`config.mk`:
```
export PLATFORM = sky130hd
export DESIGN_NAME = drainmem_flat
export DESIGN_NICKNAME = d
export VERILOG_FILES = /design/src/rtl/drainmem_if.sv /design/src/rtl/drainmem.sv /design/src/flat_wrapper.sv
export SDC_FILE = /design/constraint.sdc
export NUM_CORES = 1
export LEC_CHECK = 0
export CORE_MARGIN = 2
export CORE_UTILIZATION = 50
export DETAILED_ROUTE_END_ITERATION = 7
export GPL_TIMING_DRIVEN = 0
export PLACE_DENSITY = 0.71
export SLEW_MARGIN = 25
export SYNTH_ARGS = -nofsm -noshare
export SYNTH_HDL_FRONTEND = slang
export SYNTH_SLANG_ARGS = --single-unit
```
`constraint.sdc`:
```
create_clock -name i_clk150 -period 4.3 [get_ports i_clk150]
set_input_delay 0.86 -clock i_clk150 [delete_from_list [all_inputs] [get_ports i_clk150]]
set_output_delay 0.86 -clock i_clk150 [all_outputs]
set_load 0.02 [all_outputs]
```
`src/rtl/drainmem_if.sv`:
```
// Handshake bundle for drainmem: the 32-bit output word stream and the DDR
// read-request / read-return channel. The master side is the drain stage.
`ifndef MEM_ADDRBITS
`define MEM_ADDRBITS 20
`endif

interface drainmem_if #(
  parameter int ADDR_BITS = `MEM_ADDRBITS
);
  logic [31:0]          o_outdata;
  logic                 o_outdata_have;
  logic                 i_outdata_want;
  logic [ADDR_BITS-1:0] o_ddr_raddr;
  logic                 o_ddr_rreq;
  logic                 i_ddr_rreq_accept;
  logic [127:0]         i_ddr_rdata;
  logic                 i_ddr_rdata_valid;

  modport master (
    output o_outdata, o_outdata_have, o_ddr_raddr, o_ddr_rreq,
    input  i_outdata_want, i_ddr_rreq_accept, i_ddr_rdata, i_ddr_rdata_valid
  );

  modport slave (
    input  o_outdata, o_outdata_have, o_ddr_raddr, o_ddr_rreq,
    output i_outdata_want, i_ddr_rreq_accept, i_ddr_rdata, i_ddr_rdata_valid
  );
endinterface

```
`src/rtl/drainmem.sv`:
```
// Reads one problem's adjacency bit-matrix back from DDR as 128-bit lines and
// streams it out as 32-bit words. Requests are credit-limited against a
// 4-line buffer so returned lines, which cannot be stalled, always fit.
//
// state | meaning
// IDLE  | waiting for i_go; sizes, base address and buffer held in reset
// RUN   | issuing line reads and draining words to the consumer
// DONE  | one-cycle o_done pulse, then back to IDLE
`ifndef MAX_VERTSBITS
`define MAX_VERTSBITS 8
`endif
`ifndef MAX_PROBSBITS
`define MAX_PROBSBITS 8
`endif
`ifndef MEM_ADDRBITS
`define MEM_ADDRBITS 20
`endif
`ifndef MEM_PROBSBITS
`define MEM_PROBSBITS 4
`endif

module drainmem #(
  parameter int VERTS_BITS = `MAX_VERTSBITS,
  parameter int PROBS_BITS = `MAX_PROBSBITS,
  parameter int ADDR_BITS  = `MEM_ADDRBITS,
  parameter int APROB_BITS = `MEM_PROBSBITS
) (
  input  logic                  i_clk150,
  input  logic                  i_reset_n,
  input  logic                  i_go,
  input  logic [PROBS_BITS-1:0] i_prob_no,
  input  logic [VERTS_BITS-1:0] i_nverts,
  output logic                  o_done,
  drainmem_if.master            bus
);
  localparam int CW = 2 * VERTS_BITS;

  typedef enum logic [1:0] {IDLE, RUN, DONE} state_t;
  state_t state, state_nx;

  logic [CW-1:0]        nverts_sq, nwords_in, nlines_in;
  logic [CW-1:0]        nwords, nlines, req_cnt, word_cnt;
  logic [ADDR_BITS-1:0] addr;
  logic [1:0]           k, wr_ptr, rd_ptr;
  logic [2:0]           outstanding, count;
  logic [127:0]         mem [4];
  logic                 rreq, req_fire, push, pop, xfer, have, last_word;
  logic                 unused_prob;

  // Word and line counts rounded up; no wrap since the square fits in CW bits
  assign nverts_sq = CW'(i_nverts) * CW'(i_nverts);
  assign nwords_in = (nverts_sq >> 5) + CW'(|nverts_sq[4:0]);
  assign nlines_in = (nwords_in >> 2) + CW'(|nwords_in[1:0]);
  assign unused_prob = ^i_prob_no;

  assign last_word = (word_cnt == nwords - CW'(1));
  assign req_fire  = rreq && bus.i_ddr_rreq_accept;

  assign bus.o_ddr_rreq     = rreq;
  assign bus.o_ddr_raddr    = addr;
  assign bus.o_outdata_have = have;
  assign bus.o_outdata      = mem[rd_ptr][{k, 5'd0} +: 32];

  // State register
  always_ff @(posedge i_clk150 or negedge i_reset_n) begin
    if (!i_reset_n) state <= IDLE;
    else            state <= state_nx;
  end

  // Next state, request credit, buffer push/pop and transfer decode
  always_comb begin
    state_nx = state;
    o_done   = 1'b0;
    rreq     = 1'b0;
    push     = 1'b0;
    pop      = 1'b0;
    xfer     = 1'b0;
    have     = 1'b0;
    case (state)
      IDLE: begin
        if (i_go) state_nx = (nwords_in == '0) ? DONE : RUN;
      end
      RUN: begin
        rreq = (req_cnt < nlines) && (({1'b0, outstanding} + {1'b0, count}) < 4'd4);
        push = bus.i_ddr_rdata_valid;
        have = (count != 3'd0);
        xfer = have && bus.i_outdata_want;
        pop  = xfer && ((k == 2'd3) || last_word);
        if (xfer && last_word) state_nx = DONE;
      end
      DONE: begin
        o_done   = 1'b1;
        state_nx = IDLE;
      end
      default: state_nx = IDLE;
    endcase
  end

  // Counters, address and line buffer; IDLE keeps everything loaded/cleared
  always_ff @(posedge i_clk150 or negedge i_reset_n) begin
    if (!i_reset_n) begin
      nwords      <= '0;
      nlines      <= '0;
      addr        <= '0;
      req_cnt     <= '0;
      word_cnt    <= '0;
      k           <= '0;
      wr_ptr      <= '0;
      rd_ptr      <= '0;
      outstanding <= '0;
      count       <= '0;
      for (int i = 0; i < 4; i++) mem[i] <= '0;
    end else if (state == IDLE) begin
      nwords      <= nwords_in;
      nlines      <= nlines_in;
      addr        <= {i_prob_no[APROB_BITS-1:0], {(ADDR_BITS-APROB_BITS){1'b0}}};
      req_cnt     <= '0;
      word_cnt    <= '0;
      k           <= '0;
      wr_ptr      <= '0;
      rd_ptr      <= '0;
      outstanding <= '0;
      count       <= '0;
    end else if (state == RUN) begin
      if (req_fire) begin
        addr    <= addr + ADDR_BITS'(1);
        req_cnt <= req_cnt + CW'(1);
      end
      case ({req_fire, push})
        2'b10:   outstanding <= outstanding + 3'd1;
        2'b01:   outstanding <= outstanding - 3'd1;
        default: outstanding <= outstanding;
      endcase
      if (push) begin
        mem[wr_ptr] <= bus.i_ddr_rdata;
        wr_ptr      <= wr_ptr + 2'd1;
      end
      if (pop) rd_ptr <= rd_ptr + 2'd1;
      case ({push, pop})
        2'b10:   count <= count + 3'd1;
        2'b01:   count <= count - 3'd1;
        default: count <= count;
      endcase
      if (xfer) begin
        word_cnt <= word_cnt + CW'(1);
        k        <= k + 2'd1;
      end
    end
  end

  // The credit rule must keep a returned line from ever meeting a full buffer
  a_no_overflow: assert property (@(posedge i_clk150) disable iff (!i_reset_n)
    !(push && (count == 3'd4)));

endmodule

```
`src/flat_wrapper.sv`:
```
// flat-port wrapper written by rule: the top's interface ports become plain ports
module drainmem_flat 
#(
  parameter int VERTS_BITS = `MAX_VERTSBITS,
  parameter int PROBS_BITS = `MAX_PROBSBITS,
  parameter int ADDR_BITS  = `MEM_ADDRBITS,
  parameter int APROB_BITS = `MEM_PROBSBITS
)
  (i_clk150, i_reset_n, i_go, i_prob_no, i_nverts, o_done, bus_o_outdata, bus_o_outdata_have, bus_o_ddr_raddr, bus_o_ddr_rreq, bus_i_outdata_want, bus_i_ddr_rreq_accept, bus_i_ddr_rdata, bus_i_ddr_rdata_valid);
  drainmem_if #(.ADDR_BITS(ADDR_BITS)) bus_i ();
  input  logic i_clk150;
  input  logic i_reset_n;
  input  logic i_go;
  input  logic [PROBS_BITS-1:0] i_prob_no;
  input  logic [VERTS_BITS-1:0] i_nverts;
  output logic o_done;
  output wire logic [$bits(bus_i.o_outdata)-1:0] bus_o_outdata;
  output wire logic [$bits(bus_i.o_outdata_have)-1:0] bus_o_outdata_have;
  output wire logic [$bits(bus_i.o_ddr_raddr)-1:0] bus_o_ddr_raddr;
  output wire logic [$bits(bus_i.o_ddr_rreq)-1:0] bus_o_ddr_rreq;
  input wire logic [$bits(bus_i.i_outdata_want)-1:0] bus_i_outdata_want;
  input wire logic [$bits(bus_i.i_ddr_rreq_accept)-1:0] bus_i_ddr_rreq_accept;
  input wire logic [$bits(bus_i.i_ddr_rdata)-1:0] bus_i_ddr_rdata;
  input wire logic [$bits(bus_i.i_ddr_rdata_valid)-1:0] bus_i_ddr_rdata_valid;
  assign bus_o_outdata = bus_i.o_outdata;
  assign bus_o_outdata_have = bus_i.o_outdata_have;
  assign bus_o_ddr_raddr = bus_i.o_ddr_raddr;
  assign bus_o_ddr_rreq = bus_i.o_ddr_rreq;
  assign bus_i.i_outdata_want = bus_i_outdata_want;
  assign bus_i.i_ddr_rreq_accept = bus_i_ddr_rreq_accept;
  assign bus_i.i_ddr_rdata = bus_i_ddr_rdata;
  assign bus_i.i_ddr_rdata_valid = bus_i_ddr_rdata_valid;
  drainmem #(.VERTS_BITS(VERTS_BITS), .PROBS_BITS(PROBS_BITS), .ADDR_BITS(ADDR_BITS), .APROB_BITS(APROB_BITS)) u_core (.i_clk150(i_clk150), .i_reset_n(i_reset_n), .i_go(i_go), .i_prob_no(i_prob_no), .i_nverts(i_nverts), .o_done(o_done), .bus(bus_i));
endmodule
```
### Word-level counts from Yosys, hierarchy flattened

Cells that the tools add are included.

* reductions and logical operators: 27
* muxes and demuxes: 40
* order comparisons: 5
* eq/ne operators: 10
* shifts and indexed selects: 1
* $add $sub $neg: 14
* bitwise gates (word level): 3
* multiply operators: 1

Operator list (count)
* 512-bit bitwise mux: 1
* 128-bit two-way mux: 3
* 128-bit binary-select mux with 2-bit select: 1
* 128-bit demux with 2-bit select: 1
* 128-bit by 8-bit indexed part select with 32-bit output: 1
* 16-bit two-way mux: 6
* 20-bit two-way mux: 3
* 16-bit by 1-bit adder with 16-bit output (second input constant): 2
* 2-bit two-way mux: 12
* 20-bit by 1-bit adder with 20-bit output (second input constant): 1
* 16-bit == test: 1
* 16-bit logical NOT: 1
* 16-bit less-than comparator: 1
* 8-bit by 8-bit multiplier with 16-bit output: 1
* 16-bit by 1-bit subtractor with 16-bit output (second input constant): 1
* 14-bit by 1-bit adder with 15-bit output: 1
* 2-bit AND reduction: 7
* 11-bit by 1-bit adder with 12-bit output: 1
* 3-bit two-way mux: 4
* 3-bit case mux with 2 select lines: 2
* 2-bit nonzero test: 5
* 3-bit nonzero test: 3
* 2-bit == test (second input constant): 4
* 2-bit by 1-bit adder with 2-bit output (second input constant): 3
* other kinds (19): 35

* output and inout port bits: 55
* register bits: 610
* input port bits: 150
* logic and storage cells: 116

### Longest topological paths before layout

* depth after elaboration: 9
* mapped depth: 22
* gate-level depth less buffers: 22

### Worst setup path before layout

Ideal clock, no wire load.

* kind: input -> register
* from: in i_nverts[2]
* to: reg u_core.nlines[8]
* setup slack: -1678 ps
* cell stages on the path: 17
* path buffers: 1
* library setup time: 92 ps
* data arrival time: 5886 ps
* data required time: 4208 ps
* cell sequence: clkbuf_1 -> nand2_1 -> fa_1 -> fa_1 -> fa_1 -> fa_1 -> inv_1 -> ha_1 -> a21o_1 -> a41o_1 -> xnor2_2 -> nor3_2 -> xnor3_1 -> or2_4 -> or4_4 -> o21a_1 -> o31ai_2

* cells in the longest elaborated chain, start to end: 5

Ends and longest elaborated chain
* from (decl): line flat_wrapper.sv:15 `input logic [VERTS_BITS-1:0] i_nverts;`
* 8-bit by 8-bit multiplier with 16-bit output (*): line drainmem.sv:51 `assign nverts_sq = CW'(i_nverts) * CW'(i_nverts);`
* 5-bit OR reduction: line drainmem.sv:52 `assign nwords_in = (nverts_sq >> 5) + CW'(|nverts_sq[4:0]);`
* 11-bit by 1-bit adder with 12-bit output (*): line drainmem.sv:52
* 2-bit OR reduction: line drainmem.sv:53 `assign nlines_in = (nwords_in >> 2) + CW'(|nwords_in[1:0]);`
* 14-bit by 1-bit adder with 15-bit output (*): line drainmem.sv:53
* to (signal assigned): line drainmem.sv:115 `nlines <= nlines_in;`
* to (decl): line drainmem.sv:42 `logic [CW-1:0] nwords, nlines, req_cnt, word_cnt;`

Mark *: on every way between the ends. The rest lies on a longest branch, timed or not.
A chain may end at the register's enable or synchronous reset.

### Final worst setup path

* from: in i_nverts[2]
* to: reg u_core.nlines[9]

Same word-level chain as after synthesis.

==> flow_metrics.py <==
metrics = {
    "outcome": {
        "outcome": "complete, but fails checks",
        "failed_checks": "setup timing",
    },
    "timing": {
        "setup_slack_ps": -896.5,
        "hold_viol": 0,
        "finClkSkew_ps": 37.59,
        "setup_violations": 15,
        "fmax_ghz": 0.1924,
        "relSlewSlack": 0.3018,
        "fin_crit_sh": 1.208,
        "setup-tns-final_ps": -7414,
        "hold-worst-slack_ps": 165.5,
        "finalMaxSlewViolations": 0,
        "rsz0062_at_grt": "yes",
        "min_period_ps": 5196,
        "tightest_slew_ps": 1047,
    },
    "power_and_ir_drop": {
        "p_leak_nw": 15.22,
        "peakVddDrop_mv": 0.7691,
        "design_power_total_mw": 29.99,
        "cellPowerDensity_mw_per_mm2": 829.1,
    },
    "layout": {
        "fin_util": 0.6151,
        "post-route-cell-area_mm2": 0.03617,
        "fill_cells": 4442,
        "fin_cells": 3215,
        "final_cell_mix": "601 x dfrtp_1, 513 x mux2_2, 176 x clkdlybuf4s50_1",
        "syn2layout_area_growth_pct": 21.88,
        "seqCellArea_mm2": 0.01504,
        "drive_above_1_share": 0.3960,
        "finalNetCount": 2615,
        "layout_commonest_cell": "dfrtp_1",
        "multiInputGateArea_mm2": 0.01456,
    },
    "clocking": {
        "root_buffer": "clkbuf_16",
        "ctsHoldBuffers": 0,
        "ctsLongestPathBuffers": 3,
        "numCtsBuffers": 61,
        "clock-sinks": 601,
        "clkTransAtPathRegs_ps": 60,
        "cts_tree": "done",
        "cts_max_level": 2,
        "clk_latency_ps": 660,
    },
    "global_route": {
        "grt_use_total": 0.2680,
        "grt-ovfl-total": 0,
        "antenna_found_initial": 14,
        "grt_pass1_vias": 20510,
        "grt_pass1_wl_um": 122700,
        "grt_max_degree": 98,
    },
    "drt": {
        "drt-total-wl_um": 80350,
        "avgViaCountPerCell": 5.983,
        "via_count": 19240,
        "drc": 0,
        "drtIter0Drc": 1304,
        "antenna_left": 0,
        "wire_per_inst_um": 24.99,
        "dr.pass1.iters": 6,
    },
    "worst_setup_path": {
        "required_ps": 4850,
        "r2r_setup_slack_ps": 760,
        "worstReg2RegStart": "u_core.count[2]",
        "startpoint_type": "primary input",
        "cp-end-kind": "flop",
        "path_max_fanout": 4,
        "cp_data_arrival_time_ps": 5740,
        "reg2reg_depth": 12,
        "rr_endpoint": "u_core.outstanding[2]",
        "worst-setup-path-type": "in2reg",
    },
    "die": {
        "die_area_mm2": 0.06132,
        "die_h_um": 247.6,
        "core-area_mm2": 0.05880,
        "fp.dieW_um": 247.6,
        "rows": 89,
        "start_util": 0.5047,
        "boundaryPins": 205,
    },
    "synthesis": {
        "synth_area_leaders": "dfrtp_1 51%, mux2_2 19%, mux4_2 12%",
        "yosys_warnings": 0,
        "syn_area_mm2": 0.02968,
        "synth-seq-cells": 601,
        "synthesis.instances": 2080,
        "ys_dominant_reg_cell": "dfrtp_1",
        "synth-edff-count": 0,
        "yosysTopAreaCell": "dfrtp_1",
        "synth_top_area_share": 0.5068,
        "async_reset_ff_frac": 1.000,
        "syn_area_per_cell_um2": 14.27,
        "synth.distinct_cells": 76,
        "ys_seq_area_frac": 0.5068,
    },
    "placement": {
        "placed_cells": 3059,
        "place.port_buffers": 198,
        "place_congestion": 0.8712,
        "dp_hpwl_um": 57350,
        "dp_slack_ps": -2320,
        "place_area_mm2": 0.03315,
    },
    "flow_run": {
        "cap_violations": 0,
    },
    "min_path": {
        "min-delay-path-class": "in2async",
    },
}
flip-flops by register name, indices dropped and copies added, names as in the netlist:
signal / cells
u_core.bus.o_ddr_raddr: 20
u_core.count: 3
u_core.k: 2
u_core.mem: 512
u_core.nlines: 11
u_core.nwords: 12
u_core.outstanding: 3
u_core.rd_ptr: 2
u_core.req_cnt: 16
u_core.state: 2
u_core.word_cnt: 16
u_core.wr_ptr: 2
synth_stat cells, types with 5 or more instances:
cell type	count
buf_1	21
a21oi_1	14
nand2_1	105
o41ai_1	10
mux2i_1	11
or3_1	8
mux2_2	513
and2_1	24
a31oi_1	6
mux4_2	160
and3_1	17
nand3_1	37
nor2_1	35
o31ai_1	7
inv_1	65
or2_2	5
nor2b_1	5
or4_1	12
fa_1	25
nor3_1	11
clkbuf_1	96
ha_1	52
o21ai_0	54
dfrtp_1	601
o211ai_1	10
xor2_1	23
a21o_1	10
xnor2_1	24
o311ai_0	9
o21a_1	7
nor4_1	7
nand2b_1	15
nand4_1	14
power by group:
group          internal [mW]  switching, mW  total [mW]
Combinational           7.54           7.01        14.6
Clock                   3.37           2.30        5.67
Sequential              8.34           1.42        9.77
Total                   19.3           10.7        30.0
critical path, cell delays in order:
cell     delay, ps
buf_8           70
buf_8          100
nand2_4         50
fa_1           500
fa_1           570
fa_1           450
fa_1           530
inv_2           50
ha_4           240
a21o_1         160
a41o_4         260
xnor2_4        170
nor3_4         210
xnor3_2        300
or2_4          260
or3_1          300
or4_1          470
a31oi_1        170
what timing repair did:
item | CTS | global route
pin swaps | 36 | 40
buffers inserted | 25 | 15
resized for setup | 160 | 47
endpoints found under the setup margin | 55 | 36
worst max path at each step:
stage,endpoint,startpoint,cells past startpoint
2_1_floorplan,u_core.nlines[9],i_nverts[5],17
3_3_place_gp,u_core.mem[184],i_reset_n,1
3_5_place_dp,u_core.nlines[9],i_nverts[3],17
4_1_cts,u_core.nlines[8],i_nverts[2],18
5_1_grt,u_core.nlines[9],i_nverts[2],19
6_report,u_core.nlines[9],i_nverts[2],18
cell families after synthesis:
logic type	Yosys count	synth area share
other	1	0.0001264
muxes	684	0.3198
and+or+nand+nor	318	0.05578
AOI/OAI and AO/OA	161	0.03790
DFF	601	0.5068
adders and majority gates	77	0.03879
buffers and inverters	187	0.02454
xor gates and xnor gates	51	0.01627
layout make-up:
| cell class | instances | share of cell area |
|---|---|---|
| buffer | 120 | 0.01861 |
| multi-input combinational | 1293 | 0.4027 |
| sequential | 601 | 0.4158 |
| tap | 773 | 0.02674 |
| antenna | 5 | 0.0003459 |
| clock inverter | 24 | 0.01110 |
| inverter | 66 | 0.006850 |
| clock buffer | 88 | 0.04836 |
| timing repair buffer | 245 | 0.06950 |
routing by layer:
metal	global-route usage	share of wire	wire length [µm]	up-vias
met4	0.09387	0.034	2771	18
li1	-	-	-	8328
met1	0.3469	0.40	32200	10210
met2	0.4580	0.51	40630	544
met3	0.04531	0.058	4638	135
met5	0	0.0014	114	-
(Power assumes the default switching activity.)
